$ cat src/rtl/interfaz_pkg.sv
// Shared definitions for the MIPS debug serial interfaces (transmit and receive sides).
// TX_CHECKSUM_EN adds the CHK state used by the transmit FSM.
package interfaz_pkg;

  localparam logic [7:0] TX_HEADER = 8'hA5;

  typedef enum logic [2:0] {
    ST_IDLE,
    ST_HEADER,
    ST_LOAD,
    ST_BYTE,
    ST_WAIT,
`ifdef TX_CHECKSUM_EN
    ST_CHK,
`endif
    ST_DONE
  } tx_state_e;

  // Remembers which byte kind is in flight so WAIT knows where to go next.
  typedef enum logic [1:0] {
    WS_HDR,
    WS_PAY,
    WS_CHK
  } wait_src_e;

  function automatic int idx_width(input int n);
    return (n > 1) ? $clog2(n) : 1;
  endfunction

endpackage

$ cat src/rtl/interfaz_tx_if.sv
// Debug-read / UART-TX handshake bundle for the transmit interface.
// slave = interfaz_tx, master = the MIPS debug port plus UART side.
interface interfaz_tx_if #(
  parameter int IDX_W = 2
);
  logic             send;
  logic [31:0]      word_in;
  logic [IDX_W-1:0] word_idx;
  logic             tx_done;
  logic             tx_start;
  logic [7:0]       tx_data;
  logic             busy;
  logic             frame_done;

  modport slave (
    input  send, word_in, tx_done,
    output word_idx, tx_start, tx_data, busy, frame_done
  );

  modport master (
    output send, word_in, tx_done,
    input  word_idx, tx_start, tx_data, busy, frame_done
  );
endinterface

$ cat src/rtl/tx_word_shifter.sv
// 32-bit word register that hands out bytes MSB first, with a byte counter
// whose last_byte flag tells the FSM when the word is exhausted.
module tx_word_shifter (
  input  logic        i_clk,
  input  logic        i_rst_n,
  input  logic        i_load,
  input  logic [31:0] i_din,
  input  logic        i_shift,
  input  logic        i_next,
  output logic [7:0]  o_top,
  output logic        o_last_byte
);

  logic [31:0] r_sh;
  logic [1:0]  r_cnt;

  always_ff @(posedge i_clk) begin
    if (!i_rst_n) begin
      r_sh  <= '0;
      r_cnt <= '0;
    end else begin
      if (i_load) begin
        r_sh <= i_din;
      end else if (i_shift) begin
        r_sh <= {r_sh[23:0], 8'h00};
      end
      if (i_load) begin
        r_cnt <= '0;
      end else if (i_next) begin
        r_cnt <= r_cnt + 2'd1;
      end
    end
  end

  assign o_top       = r_sh[31:24];
  assign o_last_byte = (r_cnt == 2'd3);

endmodule

$ cat src/rtl/interfaz_tx.sv
// Streams a frame (0xA5 header + N_WORDS words MSB first) from the MIPS debug port
// to the UART TX core. Define TX_CHECKSUM_EN to append an XOR checksum byte.
//
// state  | meaning
// IDLE   | waiting for send; index and checksum cleared
// HEADER | tx_start with 0xA5
// LOAD   | latch word_in, clear byte counter
// BYTE   | tx_start with top byte of the word, then shift
// WAIT   | waiting for tx_done from the UART
// CHK    | tx_start with the checksum byte (TX_CHECKSUM_EN only)
// DONE   | frame_done pulse
module interfaz_tx
  import interfaz_pkg::*;
#(
  parameter int N_WORDS = 4
) (
  input  logic          clk,
  input  logic          reset,
  interfaz_tx_if.slave  bus
);

  localparam int               IDX_W    = idx_width(N_WORDS);
  localparam logic [IDX_W-1:0] LAST_IDX = IDX_W'(N_WORDS - 1);

  tx_state_e        r_state;
  wait_src_e        r_wsrc;
  logic             r_tx_start;
  logic [7:0]       r_tx_data;
  logic [IDX_W-1:0] r_word_idx;
  logic             r_busy;
  logic             r_frame_done;
`ifdef TX_CHECKSUM_EN
  logic [7:0]       r_chk;
`endif

  logic       w_load;
  logic       w_shift;
  logic       w_next;
  logic [7:0] w_top;
  logic       w_last_byte;

  assign w_load  = (r_state == ST_LOAD);
  assign w_shift = (r_state == ST_BYTE);
  assign w_next  = (r_state == ST_WAIT) && bus.tx_done &&
                   (r_wsrc == WS_PAY) && !w_last_byte;

  tx_word_shifter u_shifter (
    .i_clk       (clk),
    .i_rst_n     (reset),
    .i_load      (w_load),
    .i_din       (bus.word_in),
    .i_shift     (w_shift),
    .i_next      (w_next),
    .o_top       (w_top),
    .o_last_byte (w_last_byte)
  );

  // Outputs are registered on the edge entering each state, so tx_start/tx_data
  // line up with HEADER, BYTE and CHK; LOAD forwards word_in's top byte directly.
  always_ff @(posedge clk) begin
    if (!reset) begin
      r_state      <= ST_IDLE;
      r_wsrc       <= WS_HDR;
      r_tx_start   <= 1'b0;
      r_tx_data    <= 8'h00;
      r_word_idx   <= '0;
      r_busy       <= 1'b0;
      r_frame_done <= 1'b0;
`ifdef TX_CHECKSUM_EN
      r_chk        <= 8'h00;
`endif
    end else begin
      r_tx_start   <= 1'b0;
      r_frame_done <= 1'b0;
      case (r_state)
        ST_IDLE: begin
          r_word_idx <= '0;
          r_busy     <= 1'b0;
`ifdef TX_CHECKSUM_EN
          r_chk      <= 8'h00;
`endif
          if (bus.send) begin
            r_state    <= ST_HEADER;
            r_tx_start <= 1'b1;
            r_tx_data  <= TX_HEADER;
            r_busy     <= 1'b1;
          end
        end
        ST_HEADER: begin
          r_wsrc  <= WS_HDR;
          r_state <= ST_WAIT;
        end
        ST_LOAD: begin
          r_tx_start <= 1'b1;
          r_tx_data  <= bus.word_in[31:24];
`ifdef TX_CHECKSUM_EN
          r_chk      <= r_chk ^ bus.word_in[31:24];
`endif
          r_state    <= ST_BYTE;
        end
        ST_BYTE: begin
          r_wsrc  <= WS_PAY;
          r_state <= ST_WAIT;
        end
        ST_WAIT: begin
          if (bus.tx_done) begin
            case (r_wsrc)
              WS_HDR: r_state <= ST_LOAD;
              WS_PAY: begin
                if (!w_last_byte) begin
                  r_tx_start <= 1'b1;
                  r_tx_data  <= w_top;
`ifdef TX_CHECKSUM_EN
                  r_chk      <= r_chk ^ w_top;
`endif
                  r_state    <= ST_BYTE;
                end else if (r_word_idx != LAST_IDX) begin
                  r_word_idx <= r_word_idx + 1'b1;
                  r_state    <= ST_LOAD;
                end else begin
`ifdef TX_CHECKSUM_EN
                  r_tx_start <= 1'b1;
                  r_tx_data  <= r_chk;
                  r_state    <= ST_CHK;
`else
                  r_frame_done <= 1'b1;
                  r_state      <= ST_DONE;
`endif
                end
              end
              default: begin
                r_frame_done <= 1'b1;
                r_state      <= ST_DONE;
              end
            endcase
          end
        end
`ifdef TX_CHECKSUM_EN
        ST_CHK: begin
          r_wsrc  <= WS_CHK;
          r_state <= ST_WAIT;
        end
`endif
        ST_DONE: begin
          r_busy     <= 1'b0;
          r_word_idx <= '0;
          r_state    <= ST_IDLE;
        end
        default: r_state <= ST_IDLE;
      endcase
    end
  end

  assign bus.tx_start   = r_tx_start;
  assign bus.tx_data    = r_tx_data;
  assign bus.word_idx   = r_word_idx;
  assign bus.busy       = r_busy;
  assign bus.frame_done = r_frame_done;

endmodule
$ cat src/flat_wrapper.sv
// flat-port wrapper written by rule: the top's interface ports become plain ports
module interfaz_tx_flat import interfaz_pkg::*;
#(
  parameter int N_WORDS = 4
)
  (clk, reset, bus_send, bus_word_in, bus_tx_done, bus_word_idx, bus_tx_start, bus_tx_data, bus_busy, bus_frame_done);
  interfaz_tx_if bus_i ();
  input  logic clk;
  input  logic reset;
  input wire logic [$bits(bus_i.send)-1:0] bus_send;
  input wire logic [$bits(bus_i.word_in)-1:0] bus_word_in;
  input wire logic [$bits(bus_i.tx_done)-1:0] bus_tx_done;
  output wire logic [$bits(bus_i.word_idx)-1:0] bus_word_idx;
  output wire logic [$bits(bus_i.tx_start)-1:0] bus_tx_start;
  output wire logic [$bits(bus_i.tx_data)-1:0] bus_tx_data;
  output wire logic [$bits(bus_i.busy)-1:0] bus_busy;
  output wire logic [$bits(bus_i.frame_done)-1:0] bus_frame_done;
  assign bus_i.send = bus_send;
  assign bus_i.word_in = bus_word_in;
  assign bus_i.tx_done = bus_tx_done;
  assign bus_word_idx = bus_i.word_idx;
  assign bus_tx_start = bus_i.tx_start;
  assign bus_tx_data = bus_i.tx_data;
  assign bus_busy = bus_i.busy;
  assign bus_frame_done = bus_i.frame_done;
  interfaz_tx #(.N_WORDS(N_WORDS)) u_core (.clk(clk), .reset(reset), .bus(bus_i));
endmodule
$ cat config.mk
export PLATFORM = sky130hd
export DESIGN_NAME = interfaz_tx_flat
export DESIGN_NICKNAME = d
export VERILOG_FILES = /design/src/rtl/interfaz_pkg.sv /design/src/rtl/interfaz_tx_if.sv /design/src/rtl/tx_word_shifter.sv /design/src/rtl/interfaz_tx.sv /design/src/flat_wrapper.sv
export SDC_FILE = /design/constraint.sdc
export NUM_CORES = 1
export LEC_CHECK = 0
export BUFFER_PORTS_ARGS = -buffer_cell sky130_fd_sc_hd__buf_2
export CAP_MARGIN = 20
export CELL_PAD_IN_SITES_DETAIL_PLACEMENT = 0
export CELL_PAD_IN_SITES_GLOBAL_PLACEMENT = 1
export CORE_AREA = 2 2 70 99
export CTS_CLUSTER_DIAMETER = 100
export DETAILED_ROUTE_END_ITERATION = 8
export DIE_AREA = 0 0 72 101
export GPL_TIMING_DRIVEN = 0
export PLACE_DENSITY_LB_ADDON = 0.15
export SLEW_MARGIN = 20
export SYNTH_ARGS = -nofsm -noshare
export SYNTH_HDL_FRONTEND = slang
export SYNTH_HIERARCHICAL = 1
export SYNTH_SLANG_ARGS = --single-unit
$ cat constraint.sdc
create_clock -name clk -period 2 [get_ports clk]
set_input_delay 0.4 -clock clk [delete_from_list [all_inputs] [get_ports clk]]
set_output_delay 0.4 -clock clk [all_outputs]
set_load 0.02 [all_outputs]
==> metrics.yaml <==
hold_end: "u_core/u_shifter/r_sh[1]"
io_pins: 49
maxSlewViolCount: 0
synth_edf_count: 0
ir_worst_vdd_uv: 452
post-place-ws_ns: -0.291
rsz0062_at_grt: "false"
cp.required_ns: 2.20
port_buffers: 48
ff2ff_path_depth: 6
setup_viol: 0
ys_ff_latch: 51
worst_slack_ns: 0.184
worstPathCellList: "or2_2 > nor2_1 > buf_4 > clkbuf_4 > or2b_1 > o211a_1"
postLayoutCellArea_um2: 3090
cts_tree: "done"
wl_per_cell_um: 14.8
antenna_cells: 0
synthArstFlopShare_pct: 0
clk_pin_slew_ns: 0.09
yosysUniqueCellTypes: 41
power.leakage_nw: 1.60
core-area_um2: 6440
critPathLaunchType: "register"
synth_cells: 256
grt_pass1_wl_mm: 10.1
die_h_um: 101
synth_fp_nets: 294
period_share_pct: 90.8
yosys-top-cells-area: "dfxtp_1, mux2_4, o211a_1, nand2b_1, mux2i_1"
drc: 0
vias: 1994
min_path_type: "input port to register"
grt_max_degree: 15
maxCapViolCount: 0
fin_crit_ns: 1.82
yosys_warnings: 6
post_dp_cell_area_um2: 3000
die_width_um: 72
grt_pass1_vias: 2065
critPathMaxFanout: 10
clock_sinks: 51
crit_path_top_delay_cell: "dfxtp_1"
wl_mm: 5.70
tightestPinTransition_ns: 0.478
drive_gt1_share_pct: 33.4
worstHoldPathCells: 3
rrSetupSlack_ns: 0.18
drtIter0Drc: 50
fmax_mhz: 551
yosysTopAreaCell: "dfxtp_1"
synth_common_cells: "dfxtp_1, o211a_1, nand2b_1, mux2_4, nand2_1"
first_pass_iters: 4
hold_buffers: 0
grt.total_usage_pct: 17.4
via_per_inst: 5.18
antenna_found_initial: 0
clk_path_buf_depth: 2
r2r-end: "u_core/u_shifter/r_sh[14]"
die_area_um2: 7270
cp.arrival_ns: 2.02
status: "completed"
hold_violations: 0
synthFlopType: "dfxtp_1"
syn_to_final_growth_pct: 15.9
synth_top_area_share_pct: 38.2
power.density_nw_per_um2: 613
worst_slew_margin_rel_pct: 68.1
avgSynthCellArea_um2: 10.4
ys_seq_area_share_pct: 38.2
synth.cell_area_um2: 2670
initial_core_util_pct: 41.5
clk-insertion-delay-late_ns: 0.30
slowest_delay_ns: 0.41
ctsHtreeMaxLevel: 2
dp.cells: 378
row_count: 35
numCtsBuffers: 5
path_class: "register to register"
grt-ovfl-total: 0
ant_nets: 0
finClkSkew_ns: 0.00320
yosys.cell_count.top_type: "dfxtp_1"
min_from: "bus_word_in[1]"
crit_path_end_kind: "register"
dp_hpwl_mm: 4.30
fin_cells: 385
fillerInstances: 634
layout.nets: 348
post_cts_buffers: 0
clockRootBuffer: "clkbuf_8"
gp_congestion: 0.739
r2r_start: "u_core/r_state[2]"
==> flip-flops by register name, summed over array words and instances, names as in the netlist <==
signal and cells:
u_core/u_shifter/r_cnt 2, u_core/bus.frame_done 1, u_core/bus.word_idx 2, u_core/bus.busy 1, u_core/r_wsrc 1, u_core/bus.tx_data 8, u_core/u_shifter/r_sh 32, u_core/bus.tx_start 1
u_core/r_state 3
==> where the power goes <==
group	total (mW)	switching (mW)	leakage (nW)	internal, mW
Combinational	0.245	0.117	1.14	0.128
Sequential	1.08	0.0256	0.414	1.05
Clock	0.575	0.328	0.0422	0.247
Total	1.90	0.470	1.60	1.43
==> critical path: cells and delay by family, from the launching register on <==
family / cells / cell delay, ns
AOI/OAI and AO/OA: 1 / 0.12
buffers and inverters: 2 / 0.43
DFF: 1 / 0.41
and+or+nand+nor: 3 / 0.76
==> per-stage QoR <==
step,total power [mW],setup TNS [ns],utilization (%),hold slack [ns]
floorplan,1.26,0,-,0.465
global placement,1.35,-4.53,46.6,0.442
detailed placement,1.35,-4.45,46.6,0.450
CTS,1.93,0,48.0,0.328
global route,2.01,0,48.1,0.332
finish,1.90,0,48.1,0.336
==> layer usage <==
metal	track usage, %	part of all wire [%]	vias to the layer above
met2	30.1	49	42
li1	-	-	1014
met5	0	0	-
met4	5.95	1.6	0
met3	3.20	3.9	9
met1	21.6	45	929
==> cell families (layout without fill, tap and decap cells) <==
| logic type | count (synthesis) | after routing | synth area share, % |
|---|---|---|---|
| xor gates and xnor gates | 1 | 1 | 0.328 |
| DFF | 51 | 51 | 38.2 |
| muxes | 33 | 33 | 16.3 |
| adders and majority gates | 2 | 2 | 0.937 |
| AOI/OAI and AO/OA | 56 | 56 | 17.4 |
| and+or+nand+nor | 84 | 84 | 20.2 |
| buffers and inverters | 29 | 84 | 6.56 |
==> worst max path at each step <==
stage | from | to | slack [ns] | cells past startpoint
global route | u_core/r_state[2] | u_core/u_shifter/r_sh[30] | 0.05 | 6
CTS | u_core/r_state[0] | u_core/u_shifter/r_sh[30] | 0.05 | 5
finish | u_core/r_state[2] | u_core/u_shifter/r_sh[14] | 0.18 | 6
detailed placement | u_core/r_state[1] | u_core/u_shifter/r_sh[14] | -0.29 | 7
global placement | u_core/r_state[1] | u_core/u_shifter/r_sh[14] | -0.30 | 7
floorplan | u_core/r_state[1] | u_core/u_shifter/r_sh[10] | 0.27 | 5
==> placed cells by master (no fill, tap or decap), types with 2 or more instances in the layout <==
| cell | n |
|---|---|
| nor3_1 | 2 |
| nor2_1 | 4 |
| nor2b_1 | 2 |
| inv_1 | 3 |
| or2b_1 | 8 |
| mux2_1 | 2 |
| and3b_1 | 8 |
| nand4_1 | 2 |
| mux2_2 | 2 |
| buf_4 | 9 |
| ha_1 | 2 |
| or3b_1 | 8 |
| a21boi_1 | 8 |
| buf_6 | 4 |
| o221ai_1 | 4 |
| mux2_4 | 20 |
| or4_1 | 2 |
| clkbuf_8 | 5 |
| nand2_1 | 17 |
| buf_2 | 50 |
| o21ai_0 | 5 |
| dfxtp_1 | 50 |
| or2_2 | 2 |
| nand2b_1 | 21 |
| mux2i_1 | 9 |
| o21a_1 | 2 |
| o211a_1 | 24 |
| a21oi_1 | 5 |
| nand3_1 | 2 |
| o31ai_1 | 3 |
| clkbuf_2 | 4 |
| clkbuf_1 | 7 |
==> cell type report <==
| type | instances | area (µm²) | share of cell area [%] |
|---|---|---|---|
| Buffer | 25 | 169 | 5.46 |
| Clock buffer | 7 | 76.3 | 2.47 |
| Clock inverter | 1 | 5.00 | 0.162 |
| Inverter | 3 | 11.3 | 0.364 |
| Multi-Input combinational cell | 176 | 1480 | 47.8 |
| Sequential cell | 51 | 1020 | 33.0 |
| Tap cell | 74 | 92.6 | 2.99 |
| Timing Repair Buffer | 48 | 240 | 7.76 |
==> timing repair <==
| action | 4_1_cts | 5_1_grt |
|---|---|---|
| resized for setup | 6 | 6 |
| gates cloned | 0 | 0 |
| endpoints found under the setup margin | 32 | 22 |
No activity file was read; power rests on OpenSTA's default activity.
